### src/rtl/seq_divider_unit.sv
// Multi-cycle unsigned restoring divider with start/busy/done handshake.
// One quotient bit per clock; divide by zero reports all-ones quotient and passes the dividend through.
module seq_divider_unit #(
  parameter int DATA_WIDTH = 8
) (
  input  logic                  clk,
  input  logic                  rst,
  input  logic                  start,
  input  logic [DATA_WIDTH-1:0] dividend,
  input  logic [DATA_WIDTH-1:0] divisor,
  output logic [DATA_WIDTH-1:0] quotient,
  output logic [DATA_WIDTH-1:0] remainder,
  output logic                  div_by_zero,
  output logic                  busy,
  output logic                  done
);

  localparam int CNT_W = (DATA_WIDTH > 2) ? $clog2(DATA_WIDTH) : 1;
  localparam logic [CNT_W-1:0] LAST_ITER = CNT_W'(DATA_WIDTH - 1);

  typedef enum logic [1:0] {IDLE, CALC, DONE} state_t;

  state_t state, next_state;

  logic [DATA_WIDTH-1:0] dvd_q;
  logic [DATA_WIDTH-1:0] dvs_q;
  logic [DATA_WIDTH:0]   rem_q;
  logic [DATA_WIDTH-1:0] quo_q;
  logic [CNT_W-1:0]      cnt_q;

  logic [DATA_WIDTH+1:0] shifted;
  logic [DATA_WIDTH+1:0] diff;
  logic                  no_borrow;
  logic [DATA_WIDTH:0]   rem_next;
  logic [DATA_WIDTH-1:0] quo_next;
  logic                  divisor_zero;
  logic                  accept;
  logic                  finish;

  always_ff @(posedge clk) begin
    if (rst) state <= IDLE;
    else     state <= next_state;
  end

  // A zero divisor still spends one non-busy cycle in CALC so its result lands one edge after acceptance.
  always_comb begin
    next_state = state;
    busy       = 1'b0;
    done       = 1'b0;
    accept     = 1'b0;
    finish     = 1'b0;
    case (state)
      IDLE, DONE: begin
        done = (state == DONE);
        if (start) begin
          accept     = 1'b1;
          next_state = CALC;
        end else begin
          next_state = IDLE;
        end
      end
      CALC: begin
        busy = !divisor_zero;
        if (divisor_zero || cnt_q == LAST_ITER) begin
          finish     = 1'b1;
          next_state = DONE;
        end
      end
      default: next_state = IDLE;
    endcase
  end

  always_comb begin
    divisor_zero = (dvs_q == '0);
    shifted      = {rem_q, dvd_q[DATA_WIDTH-1]};
    diff         = shifted - {2'b00, dvs_q};
    no_borrow    = !diff[DATA_WIDTH+1];
    rem_next     = no_borrow ? diff[DATA_WIDTH:0] : shifted[DATA_WIDTH:0];
    quo_next     = {quo_q[DATA_WIDTH-2:0], no_borrow};
  end

  always_ff @(posedge clk) begin
    if (rst) begin
      dvd_q       <= '0;
      dvs_q       <= '0;
      rem_q       <= '0;
      quo_q       <= '0;
      cnt_q       <= '0;
      quotient    <= '0;
      remainder   <= '0;
      div_by_zero <= 1'b0;
    end else begin
      if (accept) begin
        dvd_q <= dividend;
        dvs_q <= divisor;
        rem_q <= '0;
        quo_q <= '0;
        cnt_q <= '0;
      end else if (state == CALC) begin
        dvd_q <= {dvd_q[DATA_WIDTH-2:0], 1'b0};
        rem_q <= rem_next;
        quo_q <= quo_next;
        cnt_q <= cnt_q + CNT_W'(1);
      end
      // Results only move on the edge that enters DONE and hold otherwise.
      if (finish) begin
        if (divisor_zero) begin
          quotient    <= '1;
          remainder   <= dvd_q;
          div_by_zero <= 1'b1;
        end else begin
          quotient    <= quo_next;
          remainder   <= rem_next[DATA_WIDTH-1:0];
          div_by_zero <= 1'b0;
        end
      end
    end
  end

endmodule
### config.mk
export PLATFORM = sky130hd
export DESIGN_NAME = seq_divider_unit
export DESIGN_NICKNAME = d
export VERILOG_FILES = /design/src/rtl/seq_divider_unit.sv
export SDC_FILE = /design/constraint.sdc
export NUM_CORES = 1
export LEC_CHECK = 0
export ABC_AREA = 1
export BUFFER_PORTS_ARGS = -buffer_cell sky130_fd_sc_hd__buf_4
export CORE_UTILIZATION = 50
export CTS_CLUSTER_SIZE = 10
export DETAILED_ROUTE_END_ITERATION = 8
export PLACE_DENSITY = 0.71
export SLEW_MARGIN = 15
export SYNTH_ARGS = -nofsm -noshare
export SYNTH_HDL_FRONTEND = slang
export SYNTH_SLANG_ARGS = --single-unit
### constraint.sdc
create_clock -name clk -period 1.9 [get_ports clk]
set_input_delay 0.475 -clock clk [delete_from_list [all_inputs] [get_ports clk]]
set_output_delay 0.475 -clock clk [all_outputs]
set_load 0.01 [all_outputs]
==> results.json <==
{
  "status": "finished, violations left",
  "violations": "negative setup slack",
  "clk_pin_slew_ns": 0.10,
  "grt_overflow": 0,
  "final.min_clock_period_ns": 1.90,
  "ant_nets": 0,
  "nNetsFinal": 448,
  "timing.final.ws_setup_ns": -0.00245,
  "synth_nets": 388,
  "synth-main-ff-cell": "dfxtp_1",
  "cts_sinks": 54,
  "synth_common_cells": "dfxtp_1, nand2_1, inv_1",
  "synth_cell_types": 35,
  "synth-warning-count": 0,
  "io_buffers": 37,
  "muxShareOfSynthArea_pct": 0,
  "cts_max_path_buffers": 2,
  "synth_edf_count": 0,
  "syn_avg_cell_area_um2": 7.58,
  "power_uw": 3350,
  "grt_max_degree": 26,
  "dp_cells": 472,
  "syn_area_um2": 2720,
  "core_area_um2": 5170,
  "wl_um": 7130,
  "setup_viol": 1,
  "die_w_um": 75.7,
  "ir_drop_mv": 0.568,
  "synth_top_area_cell": "dfxtp_1",
  "synth_compound_area_share_pct": 23.0,
  "stdcell_count": 489,
  "leakagePower_uw": 0.00159,
  "synthArstFlopShare_pct": 0,
  "tritoncts": "yes",
  "timing.final.crit_share_pct": 100,
  "cts_buffers": 5,
  "syn_to_final_growth_pct": 30.4,
  "fin_tns_setup_ns": -0.00245,
  "die_h_um": 75.7,
  "antenna_found_initial": 0,
  "critPathCaptureType": "flop",
  "final_util_pct": 68.5,
  "rows": 26,
  "hold_ws_ns": 0.428,
  "synth-simple-area-share_pct": 19.5,
  "ys_seq_elements": 54,
  "required_ns": 2.13,
  "hold_path_class": "input pin to flop",
  "drt_iter0_drc": 159,
  "drcViolationCount": 0,
  "netlist_instances": 358,
  "grt_pass1_vias": 2279,
  "pwr_density_cell_nw_per_um2": 946,
  "yosys.area_share.adder_pct": 5.35,
  "finalMaxSlewViolations": 0,
  "synth_top_area_share_pct": 39.8,
  "synth_area_leaders": "dfxtp_1, a21oi_1, nand2_1, o21ai_0, inv_1",
  "dp_hpwl_um": 4650,
  "path_max_fanout": 3,
  "io_pins": 38,
  "clock-skew-final_ns": 0.00749,
  "fmax_mhz": 526,
  "dr_total_vias": 2628,
  "synth_seq_area_share_pct": 39.8,
  "critical_path_class": "flop to flop",
  "cap_violations": 0,
  "wl_per_cell_um": 14.6,
  "htree_levels": 2,
  "tightestPinTransition_ns": 0.457,
  "via_per_inst": 5.37,
  "start_util_pct": 52.5,
  "grt_pass1_wl_um": 10400,
  "clock-root-buffer": "clkbuf_8",
  "cp-start-kind": "flop",
  "slew_headroom_pct": 69.5,
  "arrival_ns": 2.13,
  "synth_top_family_by_area": "compound AO/OA/AOI/OAI gates",
  "synth_xor_area_share_pct": 1.94,
  "drive_above_1_share_pct": 32.7,
  "reg2reg_setup_slack_ns": -0.002,
  "die_area_um2": 5730,
  "finalHoldViolCount": 0,
  "drt-pass1-iter-count": 4,
  "clkLatencyLatePin_ns": 0.31,
  "rsz0062_at_grt": "yes",
  "diodes": 0,
  "grt_use_total_pct": 24.6,
  "cts-hold-fix-buffers": 0,
  "gp_congestion": 0.873
}
[cell usage in the layout (no fill, tap or decap), types with 5 or more instances in the layout]
cell type,synthesis,final
buf_4,3,68
dfxtp_1,54,52
nand2_1,54,46
inv_1,47,45
a21oi_1,43,40
o21ai_0,37,34
nor2_1,23,22
nand2_2,12,16
a21oi_2,5,8
nand3_1,10,8
ha_4,0,7
nand2_4,1,5
a221oi_1,5,5
clkbuf_8,1,5
[area by class of cell]
class | instances | area [µm²]
Clock buffer | 5 | 68.8
Tap cell | 70 | 87.6
Clock inverter | 3 | 45.0
Timing Repair Buffer | 68 | 510
Inverter | 50 | 200
Sequential cell | 54 | 1080
Fill cell | 429 | 1630
Multi-Input combinational cell | 239 | 1550
[stage by stage]
stage / worst slack (ns) / area (µm²)
after floorplan: 0.0985 / 2720
after CTS: 0.00555 / 3300
after detailed placement: -0.0937 / 3160
final: -0.00245 / 3540
after global routing: -0.108 / 3540
after global placement: -0.0705 / 3160
[routing by layer]
| layer | GRT usage (%) | share of wire (%) | wire length, µm |
|---|---|---|---|
| met1 | 32.7 | 44 | 3120 |
| met3 | 5.56 | 5.9 | 421 |
| met2 | 40.2 | 49 | 3470 |
| met5 | 0 | 0 | 0 |
| met4 | 7.20 | 1.7 | 121 |
[timing repair]
action,CTS,global route
pin swaps,2,16
cloned,0,1
setup endpoints to repair,14,22
setup buffers,2,6
resized for setup,4,37
[worst max-delay path, stage by stage, from the launching register on]
cell	delay (ns)
dfxtp_2	0.35
inv_2	0.05
ha_4	0.16
fa_2	0.38
nand3b_1	0.20
nand2_2	0.13
a21oi_1	0.09
xor2_1	0.17
nand2_1	0.09
nand2_1	0.06
a21o_1	0.10
inv_1	0.03
[power by group]
group / switching (µW) / internal [µW] / leakage [µW] / total (µW)
combinational: 765 / 514 / 0.00110 / 1280
clock: 400 / 392 / 0.0000504 / 792
sequential: 57.6 / 1220 / 0.000442 / 1280
[logic make-up (layout without fill, tap and decap cells)]
family / after synthesis / in the layout
AOI/OAI and AO/OA: 107 / 107
xor gates and xnor gates: 6 / 6
adders and majority gates: 11 / 11
and+or+nand+nor: 114 / 115
buffers and inverters: 66 / 126
DFF: 54 / 54
[registers in the layout, summed over array words and instances, names as in the netlist]
register	cells
state	2
dvs_q	8
remainder	8
quotient	8
div_by_zero	1
dvd_q	8
cnt_q	3
rem_q	9
quo_q	7
[worst paths after layout]
path / cells after the start / to / from
hold / removal: 3 / dvs_q[0] / divisor[0]
setup / recovery: 11 / rem_q[6] / dvd_q[7]
setup reg to reg: 11 / rem_q[6] / dvd_q[7]
hold reg to reg: 2 / div_by_zero / div_by_zero
Note: power is estimated with default switching activity, not from simulation.
